`config.mk`:
```
export PLATFORM = sky130hd
export DESIGN_NAME = rx_ctrl_flat
export DESIGN_NICKNAME = d
export VERILOG_FILES = /design/src/rtl/spart_pkg.sv /design/src/rtl/rx_ctrl_if.sv /design/src/rtl/rx_sync.sv /design/src/rtl/rx_ctrl.sv /design/src/flat_wrapper.sv
export SDC_FILE = /design/constraint.sdc
export NUM_CORES = 1
export LEC_CHECK = 0
export BUFFER_PORTS_ARGS = -buffer_cell sky130_fd_sc_hd__buf_4
export CELL_PAD_IN_SITES_DETAIL_PLACEMENT = 0
export CELL_PAD_IN_SITES_GLOBAL_PLACEMENT = 2
export CORE_MARGIN = 2
export CORE_UTILIZATION = 34
export CTS_BUF_LIST = sky130_fd_sc_hd__clkbuf_16
export CTS_CLUSTER_DIAMETER = 40
export DETAILED_ROUTE_END_ITERATION = 10
export PLACE_DENSITY_LB_ADDON = 0.25
export REMOVE_ABC_BUFFERS = 1
export SLEW_MARGIN = 20
export SYNTH_ARGS = -nofsm -noshare
export SYNTH_HDL_FRONTEND = slang
export SYNTH_SLANG_ARGS = --single-unit
export TNS_END_PERCENT = 30
```
`constraint.sdc`:
```
create_clock -name clk -period 2 [get_ports clk]
set_input_delay 0.4 -clock clk [delete_from_list [all_inputs] [get_ports clk]]
set_output_delay 0.4 -clock clk [all_outputs]
set_load 0.005 [all_outputs]
```
`src/rtl/spart_pkg.sv`:
```
// Shared SPART receive-side types and default sizing.
package spart_pkg;

  localparam int unsigned RX_OVERSAMPLE_DEF = 16;
  localparam int unsigned RX_DATA_BITS_DEF  = 8;

  typedef enum logic [1:0] {
    IDLE  = 2'd0,
    START = 2'd1,
    DATA  = 2'd2,
    STOP  = 2'd3
  } rx_state_e;

endpackage

```
`src/rtl/rx_ctrl_if.sv`:
```
// Handshake bundle between the rx sequencer, baud generator, shift register and bus side.
interface rx_ctrl_if;

  logic brg_en;
  logic rx_in;
  logic rd_ack;
  logic shift_en;
  logic rx_bit;
  logic busy;
  logic rda;
  logic framing_err;
  logic overrun;

  modport master (
    output brg_en, rx_in, rd_ack,
    input  shift_en, rx_bit, busy, rda, framing_err, overrun
  );

  modport slave (
    input  brg_en, rx_in, rd_ack,
    output shift_en, rx_bit, busy, rda, framing_err, overrun
  );

endinterface

```
`src/rtl/rx_sync.sv`:
```
// Two-flop synchroniser for the asynchronous serial line; RST_VAL sets the idle level.
module rx_sync #(
  parameter logic RST_VAL = 1'b1
) (
  input  logic clk,
  input  logic rst,
  input  logic d,
  output logic q
);

  logic meta_q, meta_d;
  logic sync_q, sync_d;

  always_comb begin
    meta_d = d;
    sync_d = meta_q;
  end

  always_ff @(posedge clk or negedge rst) begin
    if (!rst) begin
      meta_q <= RST_VAL;
      sync_q <= RST_VAL;
    end else begin
      meta_q <= meta_d;
      sync_q <= sync_d;
    end
  end

  assign q = sync_q;

endmodule

```
`src/rtl/rx_ctrl.sv`:
```
// SPART receive sequencer: start detect, mid-bit shift strobes, stop check and status flags.
// Optional overrun detection is enabled by defining RX_OVERRUN_DET_EN.
module rx_ctrl
  import spart_pkg::*;
#(
  parameter int unsigned DATA_BITS  = RX_DATA_BITS_DEF,
  parameter int unsigned OVERSAMPLE = RX_OVERSAMPLE_DEF
) (
  input  logic       clk,
  input  logic       rst,
  rx_ctrl_if.slave   bus
);

  localparam int unsigned TICK_W = $clog2(OVERSAMPLE);
  localparam int unsigned BIT_W  = $clog2(DATA_BITS + 1);

  localparam logic [TICK_W-1:0] TICK_HALF = TICK_W'(OVERSAMPLE / 2 - 1);
  localparam logic [TICK_W-1:0] TICK_LAST = TICK_W'(OVERSAMPLE - 1);
  localparam logic [BIT_W-1:0]  BIT_LAST  = BIT_W'(DATA_BITS - 1);

  rx_state_e         state_q, state_d;
  logic [TICK_W-1:0] tick_cnt_q, tick_cnt_d;
  logic [BIT_W-1:0]  bit_cnt_q, bit_cnt_d;
  logic              busy_q, busy_d;
  logic              rda_q, rda_d;
  logic              ferr_q, ferr_d;
  logic              rx_bit;
  logic              shift_en_c;
  logic              frame_done_c;

  rx_sync #(.RST_VAL(1'b1)) u_sync (
    .clk (clk),
    .rst (rst),
    .d   (bus.rx_in),
    .q   (rx_bit)
  );

  // Sequencer: all timing is counted in brg_en ticks; nothing moves between ticks.
  always_comb begin
    state_d      = state_q;
    tick_cnt_d   = tick_cnt_q;
    bit_cnt_d    = bit_cnt_q;
    shift_en_c   = 1'b0;
    frame_done_c = 1'b0;
    unique case (state_q)
      IDLE: begin
        if (bus.brg_en && !rx_bit) begin
          state_d    = START;
          tick_cnt_d = '0;
        end
      end
      START: begin
        if (bus.brg_en) begin
          if (tick_cnt_q == TICK_HALF) begin
            tick_cnt_d = '0;
            if (!rx_bit) begin
              state_d   = DATA;
              bit_cnt_d = '0;
            end else begin
              state_d = IDLE;
            end
          end else begin
            tick_cnt_d = tick_cnt_q + TICK_W'(1);
          end
        end
      end
      DATA: begin
        if (bus.brg_en) begin
          if (tick_cnt_q == TICK_LAST) begin
            shift_en_c = 1'b1;
            tick_cnt_d = '0;
            bit_cnt_d  = bit_cnt_q + BIT_W'(1);
            if (bit_cnt_q == BIT_LAST) state_d = STOP;
          end else begin
            tick_cnt_d = tick_cnt_q + TICK_W'(1);
          end
        end
      end
      STOP: begin
        if (bus.brg_en) begin
          if (tick_cnt_q == TICK_LAST) begin
            frame_done_c = 1'b1;
            state_d      = IDLE;
            tick_cnt_d   = '0;
          end else begin
            tick_cnt_d = tick_cnt_q + TICK_W'(1);
          end
        end
      end
      default: state_d = IDLE;
    endcase
    busy_d = (state_d != IDLE);
  end

  // A completing frame takes priority over a coincident read acknowledge.
  always_comb begin
    rda_d  = rda_q;
    ferr_d = ferr_q;
    if (bus.rd_ack && rda_q) begin
      rda_d  = 1'b0;
      ferr_d = 1'b0;
    end
    if (frame_done_c) begin
      rda_d  = 1'b1;
      ferr_d = ~rx_bit;
    end
  end

  always_ff @(posedge clk or negedge rst) begin
    if (!rst) begin
      state_q    <= IDLE;
      tick_cnt_q <= '0;
      bit_cnt_q  <= '0;
      busy_q     <= 1'b0;
      rda_q      <= 1'b0;
      ferr_q     <= 1'b0;
    end else begin
      state_q    <= state_d;
      tick_cnt_q <= tick_cnt_d;
      bit_cnt_q  <= bit_cnt_d;
      busy_q     <= busy_d;
      rda_q      <= rda_d;
      ferr_q     <= ferr_d;
    end
  end

`ifdef RX_OVERRUN_DET_EN
  logic ovr_q, ovr_d;

  // Sticky until acknowledged; a completion landing on the ack cycle is not an overrun.
  always_comb begin
    ovr_d = ovr_q;
    if (bus.rd_ack && rda_q) ovr_d = 1'b0;
    if (frame_done_c && rda_q && !bus.rd_ack) ovr_d = 1'b1;
  end

  always_ff @(posedge clk or negedge rst) begin
    if (!rst) ovr_q <= 1'b0;
    else      ovr_q <= ovr_d;
  end

  assign bus.overrun = ovr_q;
`else
  assign bus.overrun = 1'b0;
`endif

  assign bus.shift_en    = shift_en_c;
  assign bus.rx_bit      = rx_bit;
  assign bus.busy        = busy_q;
  assign bus.rda         = rda_q;
  assign bus.framing_err = ferr_q;

endmodule

```
`src/flat_wrapper.sv`:
```
// flat-port wrapper written by rule: the top's interface ports become plain ports
module rx_ctrl_flat import spart_pkg::*;
#(
  parameter int unsigned DATA_BITS  = RX_DATA_BITS_DEF,
  parameter int unsigned OVERSAMPLE = RX_OVERSAMPLE_DEF
)
  (clk, rst, bus_brg_en, bus_rx_in, bus_rd_ack, bus_shift_en, bus_rx_bit, bus_busy, bus_rda, bus_framing_err, bus_overrun);
  rx_ctrl_if bus_i ();
  input  logic clk;
  input  logic rst;
  input wire logic [$bits(bus_i.brg_en)-1:0] bus_brg_en;
  input wire logic [$bits(bus_i.rx_in)-1:0] bus_rx_in;
  input wire logic [$bits(bus_i.rd_ack)-1:0] bus_rd_ack;
  output wire logic [$bits(bus_i.shift_en)-1:0] bus_shift_en;
  output wire logic [$bits(bus_i.rx_bit)-1:0] bus_rx_bit;
  output wire logic [$bits(bus_i.busy)-1:0] bus_busy;
  output wire logic [$bits(bus_i.rda)-1:0] bus_rda;
  output wire logic [$bits(bus_i.framing_err)-1:0] bus_framing_err;
  output wire logic [$bits(bus_i.overrun)-1:0] bus_overrun;
  assign bus_i.brg_en = bus_brg_en;
  assign bus_i.rx_in = bus_rx_in;
  assign bus_i.rd_ack = bus_rd_ack;
  assign bus_shift_en = bus_i.shift_en;
  assign bus_rx_bit = bus_i.rx_bit;
  assign bus_busy = bus_i.busy;
  assign bus_rda = bus_i.rda;
  assign bus_framing_err = bus_i.framing_err;
  assign bus_overrun = bus_i.overrun;
  rx_ctrl #(.DATA_BITS(DATA_BITS), .OVERSAMPLE(OVERSAMPLE)) u_core (.clk(clk), .rst(rst), .bus(bus_i));
endmodule
```
==> results.sh, run 1 <==
export IMPL_tns_ns=0
export IMPL_drc_errors=0
export IMPL_setup_viol=0
export IMPL_finalCritPeriodShare_pct=91.5
export IMPL_finalNetCount=94
export IMPL_wl_per_cell_um=11.8
export IMPL_p_comb_share_pct=24.4
export IMPL_final_area_um2=923
export IMPL_floorplan_rows=17
export IMPL_vias=561
export IMPL_worst_path_largest_cell_delay_ns=0.39
export IMPL_critical_path_depth=5
export IMPL_fin_worst_skew_ns=0.00456
export IMPL_reg2reg_to="u_core.bit_cnt_q[2]"
export IMPL_design_power_total_w=0.00115
export IMPL_p_seq_share_pct=42.8
export IMPL_synth_area_leaders="dfrtp_1 43%, dfstp_2 6.9%, nand2_1 3.9%"
export IMPL_synthMostInstantiatedCell="dfrtp_1"
export IMPL_whs_ns=-0.000785
export IMPL_p_switching_w=0.000338
export IMPL_ir_drop_mv=0.630
export IMPL_worstSetupStartpointType="register"
export IMPL_critPathKind="reg2out"
export IMPL_syn_inst=76
export IMPL_placed_cell_area_um2=842
export IMPL_synth_top_area_share_pct=42.6
export IMPL_slew_viol_final=0
export IMPL_cp_data_required_time_ns=1.60
export IMPL_finalNonFillerCells=114
export IMPL_reg2regPathDepth=3
export IMPL_path_clk_slew_ns=0.05
export IMPL_cts_tree="done"
export IMPL_synth_main_ff_cell="dfrtp_1"
export IMPL_syn_area_um2=763
export IMPL_area_delta_synth_final_pct=21.0
export IMPL_multiInputGateArea_um2=349
export IMPL_num_antenna_cells=0
export IMPL_nFillCells=228
export IMPL_crit_chain="ha_2, and3_1, nand3_1, inv_2, buf_4"
export IMPL_slowest_stage="dfrtp_1"
export IMPL_portBuffers=9
export IMPL_rsz0062_at_grt="no"
export IMPL_drt_pass1_iter_count=4
export IMPL_ys_ff_latch=15
export IMPL_ys_types=38
export IMPL_seq_area_frac_synth_pct=49.5
export IMPL_drtIter0Drc=8
export IMPL_fmax_mhz=547
export IMPL_power_leakage_nw=0.403
export IMPL_power_density_mw_per_mm2=1250
export IMPL_cts_root_buf="clkbuf_16"
export IMPL_insertion_delay_ns=0.24
export IMPL_reg2reg_slack_ns=0.34
export IMPL_async_flop_share_pct=100
export IMPL_finalWeightedCongestion=0.660
export IMPL_p_clk_share_pct=32.8
export IMPL_hold_violations=3
export IMPL_antenna_found_initial=0
export IMPL_ant_nets=0
export IMPL_grt_total_usage_pct=12.5
export IMPL_grt_max_degree=16
export IMPL_cts_buffers=3
export IMPL_first_global_vias=517
export IMPL_synth_edff_count=0
export IMPL_grt_overflow=0
export IMPL_clock_sinks=15
export IMPL_wl_um=1350
export IMPL_die_x_um=51.4
export IMPL_critPathCaptureType="output pin"
export IMPL_viasPerCell=4.92
export IMPL_endpoint="bus_shift_en"
export IMPL_cts_max_path_buffers=2
export IMPL_area_sequential_um2=378
export IMPL_cp_num_buf_inv=2
export IMPL_dieArea_mm2=0.00264
export IMPL_arrival_ns=1.43
export IMPL_layout_drive_gt1_share_pct=25.6
export IMPL_cap_violations=0
export IMPL_core_area_mm2=0.00217
export IMPL_ys_top_cells_by_count="13 x dfrtp_1, 8 x nand2_1, 5 x nand3_1"
export IMPL_startpoint="u_core.tick_cnt_q[0]"
export IMPL_htreeDepth=1
export IMPL_cp_top_family="flip-flops"
export IMPL_p_int_w=0.000815
export IMPL_finalWorstPathRequiredPeriod_ns=1.83
export IMPL_yosysTopAreaCell="dfrtp_1"
export IMPL_grt_pass1_wl_um=2380
export IMPL_r2r_start="u_core.tick_cnt_q[3]"
export IMPL_pin_count=11
export IMPL_avgSynthCellArea_um2=10.0
export IMPL_violations="negative hold slack"
export IMPL_die_y_um=51.4
export IMPL_status="finished with violations"
export IMPL_ys_warn_count=0
export IMPL_initial_utilization_pct=35.2
export IMPL_switching_share_pct=29.4
export IMPL_worstPathMaxFanout=6
export IMPL_hold_path_class="in2async"
export IMPL_finalCoreUtilization_pct=42.6
export IMPL_post_place_cells=110
-- cells by family after synthesis --
logic type	count (synthesis)	synth area share, %
muxes	1	1.48
AOI/OAI and AO/OA	22	20.7
other	1	0.491
buffers and inverters	7	5.08
and+or+nand+nor	27	18.4
DFF	15	49.5
adders and majority gates	2	3.28
xor gates and xnor gates	1	1.15
-- power by group through the flow --
stage	registers, W	logic (W)	clock network, W
after floorplan	0.000474	0.000215	0
after detailed placement	0.000495	0.000283	0
after global placement	0.000498	0.000284	0
final	0.000494	0.000281	0.000378
after CTS	0.000492	0.000285	0.000393
after global routing	0.000510	0.000331	0.000406
-- layer usage --
metal  vias up  routed length, um  GRT usage, %
li1        291                  -             -
met1       262                697          17.4
met2         8                584          16.7
met3         0                 65          5.26
met4         0                  0          5.26
met5         -                  0             0
-- area by class of cell --
cell class | count | area share (%)
inverters | 4 | 1.63
well taps | 28 | 3.79
repair buffers | 9 | 7.32
clock buffers | 3 | 8.13
multi-input cells | 54 | 37.8
flip-flops and latches | 15 | 40.9
clock inverters | 1 | 0.407
-- metrics by stage --
step	worst slack [ns]	hold WS [ns]
final	0.171	-0.000785
after global routing	0.0223	0.00770
after CTS	0.102	0.00923
after detailed placement	0.357	0.270
after global placement	0.358	0.269
after floorplan	0.452	0.104
-- state kept, by name, indices dropped and copies added (netlist names) --
signal / flops
u_core.bit_cnt_q: 4
u_core.bus.rda: 1
u_core.u_sync.q: 1
u_core.state_q: 2
u_core.tick_cnt_q: 4
u_core.u_sync.meta_q: 1
u_core.bus.framing_err: 1
u_core.bus.busy: 1
-- worst min path at each step --
stage / startpoint / to / slack (ns) / cells after the start
floorplan: rst / u_core.bit_cnt_q[0] / 0.10 / 0
CTS: rst / u_core.tick_cnt_q[1] / 0.009 / 1
global placement: rst / u_core.tick_cnt_q[3] / 0.27 / 1
finish: rst / u_core.tick_cnt_q[1] / -0.0008 / 1
detailed placement: rst / u_core.tick_cnt_q[1] / 0.27 / 1
global route: rst / u_core.tick_cnt_q[1] / 0.008 / 1
-- repair_timing --
| action | CTS | global route |
|---|---|---|
| endpoints found under the setup margin | 0 | 1 |
| gates resized for setup | 0 | 2 |
| hold buffers | 0 | 0 |
| buffers inserted | 0 | 0 |
-- layout by cell type (no fill, tap or decap), drive strengths merged, types with 2 or more instances in the layout --
cell / netlist / layout
nand3: 5 / 5
inv: 4 / 5
nand2b: 2 / 2
nand2: 8 / 8
o21ai: 4 / 4
a22o: 3 / 3
dfstp: 2 / 2
a21oi: 2 / 2
a21boi: 2 / 2
clkbuf: 0 / 3
buf: 3 / 9
nor2: 4 / 4
ha: 2 / 2
dfrtp: 13 / 13
a31oi: 2 / 2
a21o: 2 / 2
Power figures use the tool's default switching activity.
==> run 2: changes to the inputs <==
Settings changed: RECOVER_POWER from default to 100.
==> results.sh, run 2 (synthesized netlist as in run 1, its figures left out) <==
export IMPL_p_comb_share_pct=24.2
export IMPL_finalWeightedCongestion=0.660
export IMPL_final_cell_mix="13 x dfrtp_1, 8 x nand2_1, 5 x nand3_1"
export IMPL_power_density_mw_per_mm2=1250
export IMPL_max_slew_margin_pct=46.3
export IMPL_wl_um=1330
export IMPL_layout_drive_gt1_share_pct=23.3
export IMPL_portBuffers=9
export IMPL_pre_cts_ws_ns=0.357
export IMPL_core_area_mm2=0.00217
export IMPL_finalCritPeriodShare_pct=91.4
export IMPL_insertion_delay_ns=0.25
export IMPL_worstSetupStartpointType="register"
export IMPL_die_y_um=51.4
export IMPL_finalWorstPathRequiredPeriod_ns=1.83
export IMPL_floorplan_rows=17
export IMPL_drc_errors=0
export IMPL_drt_pass1_iter_count=4
export IMPL_design_power_total_w=0.00115
export IMPL_grt_total_usage_pct=12.5
export IMPL_use_met1_pct=17.4
export IMPL_clock_sinks=15
export IMPL_fmax_mhz=547
export IMPL_met2_usage_pct=16.7
export IMPL_grt_overflow=0
export IMPL_switching_share_pct=29.4
export IMPL_p_seq_share_pct=42.8
export IMPL_num_antenna_cells=0
export IMPL_final_common_cell="dfrtp_1"
export IMPL_arrival_ns=1.43
export IMPL_status="finished clean"
export IMPL_cap_violations=0
export IMPL_viasPerCell=4.92
export IMPL_worstPathMaxFanout=6
export IMPL_worst_slew_pin_slew_ns=0.806
export IMPL_p_switching_w=0.000339
export IMPL_pin_count=11
export IMPL_grt_max_degree=16
export IMPL_critPathKind="reg2out"
export IMPL_setup_ws_ns=0.173
export IMPL_cts_max_path_buffers=2
export IMPL_htreeDepth=1
export IMPL_final_area_um2=920
export IMPL_met3_usage_pct=5.26
export IMPL_grt_pass1_wl_um=2380
export IMPL_rsz0062_at_grt="no"
export IMPL_p_clk_share_pct=33.0
export IMPL_die_x_um=51.4
export IMPL_area_delta_synth_final_pct=20.5
export IMPL_hold_path_class="in2async"
export IMPL_reg2regPathDepth=4
export IMPL_finalCoreUtilization_pct=42.4
export IMPL_p_int_w=0.000812
export IMPL_antenna_found_initial=0
export IMPL_ir_drop_mv=0.629
export IMPL_setup_viol=0
export IMPL_fin_worst_skew_ns=0.00421
export IMPL_hold_violations=0
export IMPL_dieArea_mm2=0.00264
export IMPL_cp_data_required_time_ns=1.60
export IMPL_top_regs="u_core.bit_cnt_q (4), u_core.tick_cnt_q (4), u_core.state_q (2)"
export IMPL_hold_buffers=0
export IMPL_cts_buffers=3
export IMPL_cts_root_buf="clkbuf_16"
export IMPL_ant_nets=0
export IMPL_placed_cell_area_um2=842
export IMPL_path_clk_slew_ns=0.05
export IMPL_top_usage_layer="met1"
export IMPL_cts_tree="done"
export IMPL_first_global_vias=517
export IMPL_slew_viol_final=0
export IMPL_wl_per_cell_um=11.7
export IMPL_power_leakage_nw=0.398
export IMPL_finalNetCount=94
export IMPL_drtIter0Drc=8
export IMPL_vias=561
export IMPL_initial_utilization_pct=35.2
export IMPL_critPathCaptureType="output pin"
export IMPL_tns_ns=0
## run 2: changes by cell type in the layout (fill, tap and decap cells not counted), sizes merged
cell,change
clkbuf,+5
buf,-5
## run 2: path summary, 6_finish.rpt
kind | slack [ns] | start | to
max | 0.17 | u_core.tick_cnt_q[0] | bus_shift_en
min | 0.22 | rst | u_core.tick_cnt_q[3]
max reg2reg | 0.31 | u_core.tick_cnt_q[3] | u_core.bit_cnt_q[2]
min reg2reg | 0.36 | u_core.u_sync.meta_q | u_core.u_sync.q
max in group asynchronous | 1.27 | rst | u_core.bus.framing_err
min in group clk | 0.27 | bus_rx_in | u_core.u_sync.meta_q
## run 2: metrics by stage
stage	instances	hold WS [ns]
after floorplan	73	0.104
after global routing	114	0.257
after CTS	114	0.00923
after global placement	110	0.269
final	114	0.220
after detailed placement	110	0.270
## run 2: worst max-delay path: stages (launching register included)
cell	delay, ns
dfrtp_1	0.39
ha_2	0.24
and3_1	0.19
nand3_1	0.15
inv_2	0.11
buf_4	0.11
## run 2: layout make-up
| class | count | area [um^2] |
|---|---|---|
| fillers | 229 | 1250 |
| flip-flops and latches | 15 | 378 |
| multi-input cells | 54 | 349 |
| clock buffers | 3 | 75.1 |
| repair buffers | 9 | 63.8 |
| well taps | 28 | 35.0 |
| inverters | 4 | 15.0 |
| clock inverters | 1 | 3.75 |
## run 2: repair_timing
action | 4_1_cts | 5_1_grt
setup buffers | 0 | 0
hold endpoints to repair | 0 | 0
gates resized for setup | 0 | 2
setup endpoints to repair | 0 | 1
## run 2: layer usage
metal  part of all wire (%)  vias up
li1                       -      290
met1                     50      259
met2                     42        9
met3                    5.6        3
met4                    1.6        0
met5                      0        -
## run 2: power groups by stage
stage	clock network (W)	logic [W]	registers (W)
3_3_place_gp	0	0.000284	0.000498
4_1_cts	0.000393	0.000285	0.000492
2_1_floorplan	0	0.000215	0.000474
6_report	0.000380	0.000279	0.000492
5_1_grt	0.000406	0.000329	0.000509
3_5_place_dp	0	0.000283	0.000495
==> run 3: changes to the inputs <==
--- a/config.mk
+++ b/config.mk
@@ -13,3 +13,2 @@
 export CTS_BUF_LIST = sky130_fd_sc_hd__clkbuf_16
-export CTS_CLUSTER_DIAMETER = 40
 export DETAILED_ROUTE_END_ITERATION = 10
@@ -18,2 +17,3 @@
 export REMOVE_ABC_BUFFERS = 1
+export SKIP_LAST_GASP = 1
 export SLEW_MARGIN = 20
==> constraint.sdc (replaced) <==
create_clock -name clk -period 2 [get_ports clk]
set_input_delay 0.2 -clock clk [delete_from_list [all_inputs] [get_ports clk]]
set_output_delay 0.2 -clock clk [all_outputs]
set_load 0.005 [all_outputs]
==> results.sh, run 3 (synthesized netlist as in run 1, its figures left out) <==
export IMPL_cts_buffers=3
export IMPL_status="finished clean"
export IMPL_initial_utilization_pct=35.2
export IMPL_met3_length_um=64
export IMPL_wl_per_cell_um=12.5
export IMPL_final_common_cell="dfrtp_1"
export IMPL_final_area_um2=927
export IMPL_cp_data_required_time_ns=1.80
export IMPL_cts_root_buf="clkbuf_16"
export IMPL_reg2reg_to="u_core.bit_cnt_q[2]"
export IMPL_finalNetCount=95
export IMPL_whs_ns=0.0670
export IMPL_drc_errors=0
export IMPL_tns_ns=0
export IMPL_clock_sinks=15
export IMPL_ir_drop_mv=0.604
export IMPL_max_slew_margin_pct=46.4
export IMPL_pin_count=11
export IMPL_viasPerCell=5.02
export IMPL_worstSetupStartpointType="register"
export IMPL_power_leakage_nw=0.406
export IMPL_worstHoldStart="bus_rx_in"
export IMPL_core_area_mm2=0.00217
export IMPL_arrival_ns=1.51
export IMPL_grt_max_degree=16
export IMPL_top_regs="u_core.bit_cnt_q (4), u_core.tick_cnt_q (4), u_core.state_q (2)"
export IMPL_setup_viol=0
export IMPL_portBuffers=9
export IMPL_path_clk_slew_ns=0.05
export IMPL_htreeDepth=1
export IMPL_hold_violations=0
export IMPL_num_antenna_cells=0
export IMPL_worstPathMaxFanout=6
export IMPL_reg2regPathDepth=3
export IMPL_die_y_um=51.4
export IMPL_area_delta_synth_final_pct=21.5
export IMPL_cts_setup_buffers=0
export IMPL_postCtsResizedCells=0
export IMPL_vias=577
export IMPL_finalCritPeriodShare_pct=85.3
export IMPL_wl_met1_um=708
export IMPL_rsz0062_at_grt="no"
export IMPL_hold_path_class="in2reg"
export IMPL_critPathCaptureType="output pin"
export IMPL_cap_violations=0
export IMPL_crit_chain="ha_1, and3_1, nand3_1, inv_1, clkbuf_4"
export IMPL_antenna_found_initial=0
export IMPL_met2_length_um=647
export IMPL_first_global_vias=537
export IMPL_r2r_start="u_core.tick_cnt_q[3]"
export IMPL_cts_tree="done"
export IMPL_cts_max_path_buffers=2
export IMPL_drtIter0Drc=17
export IMPL_dieArea_mm2=0.00264
export IMPL_dpl_hpwl_um=1050
export IMPL_floorplan_rows=17
export IMPL_finalNonFillerCells=115
export IMPL_reg2reg_slack_ns=0.33
export IMPL_highest_layer="met4"
export IMPL_hold_path_cell_count=1
export IMPL_slew_viol_final=0
export IMPL_layout_drive_gt1_share_pct=20.7
export IMPL_worst_path_largest_cell_delay_ns=0.38
export IMPL_grt_pass1_wl_um=2370
export IMPL_power_density_mw_per_mm2=1250
export IMPL_insertion_delay_ns=0.24
export IMPL_fmax_mhz=586
export IMPL_final_cell_mix="13 x dfrtp_1, 8 x nand2_1, 5 x nand3_1, 5 x inv_1, 5 x clkbuf_4"
export IMPL_post_place_cells=110
export IMPL_placed_cell_area_um2=842
export IMPL_wl_um=1440
export IMPL_drt_pass1_iter_count=4
export IMPL_grt_total_usage_pct=12.3
export IMPL_finalWorstPathRequiredPeriod_ns=1.71
export IMPL_fin_worst_skew_ns=0.00168
export IMPL_grt_overflow=0
export IMPL_worst_slew_pin_slew_ns=0.803
export IMPL_finalWeightedCongestion=0.667
export IMPL_holdPathEnd="u_core.u_sync.meta_q"
export IMPL_die_x_um=51.4
export IMPL_slowest_stage="dfrtp_1"
export IMPL_ant_nets=0
export IMPL_critPathKind="reg2out"
-- run 3: cell types whose count changed in the layout (fill, tap and decap cells not counted), sizes merged --
cell,before,now
buf,4,3
dlygate4sd3,0,1
clkbuf,8,9
-- run 3: worst max path at each step --
stage	end	start	cells past startpoint
after floorplan	u_core.bit_cnt_q[2]	u_core.tick_cnt_q[3]	3
after global placement	u_core.bit_cnt_q[2]	u_core.tick_cnt_q[3]	3
after detailed placement	u_core.bit_cnt_q[2]	u_core.tick_cnt_q[3]	3
after CTS	bus_shift_en	u_core.tick_cnt_q[0]	5
after global routing	bus_shift_en	u_core.tick_cnt_q[0]	5
final	bus_shift_en	u_core.tick_cnt_q[0]	5
-- run 3: cell type report --
type | instances | area, um^2
Fill cell | 234 | 1240
Clock inverter | 1 | 3.75
Tap cell | 28 | 35.0
Clock buffer | 3 | 75.1
Timing Repair Buffer | 10 | 73.8
Multi-Input combinational cell | 54 | 347
Inverter | 4 | 15.0
Sequential cell | 15 | 378
-- run 3: worst max-delay path, delay by kind of cell (launching register included) --
family,cells,cell delay [ns]
DFF,1,0.38
adders and majority gates,1,0.26
buffers and inverters,2,0.27
and+or+nand+nor,2,0.35
-- run 3: routing by layer --
layer  vias to the layer above  global-route usage [%]
met3                         3                    2.63
li1                        293                       -
met2                        13                    17.3
met5                         -                       0
met4                         0                    6.58
met1                       268                    17.6
-- run 3: stage by stage --
stage               utilization, %  worst slack [ns]  total power [W]
finish                        42.7             0.294          0.00116
global route                  42.7             0.120          0.00125
CTS                           42.9             0.300          0.00118
detailed placement            38.8             0.338         0.000791
global placement              38.8             0.342         0.000784
floorplan                        -             0.452         0.000689
-- run 3: repair_timing --
| item | 4_1_cts | 5_1_grt |
|---|---|---|
| setup endpoints to repair | 0 | 0 |
| endpoints found under the hold margin | 13 | 0 |
| hold buffers | 1 | 0 |
-- run 3: report_power, final --
part / leakage, nW / internal, W / switching (W)
registers: 0.179 / 0.000388 / 0.000109
logic: 0.184 / 0.000158 / 0.000127
clock network: 0.0423 / 0.000264 / 0.000114
total: 0.406 / 0.000810 / 0.000349
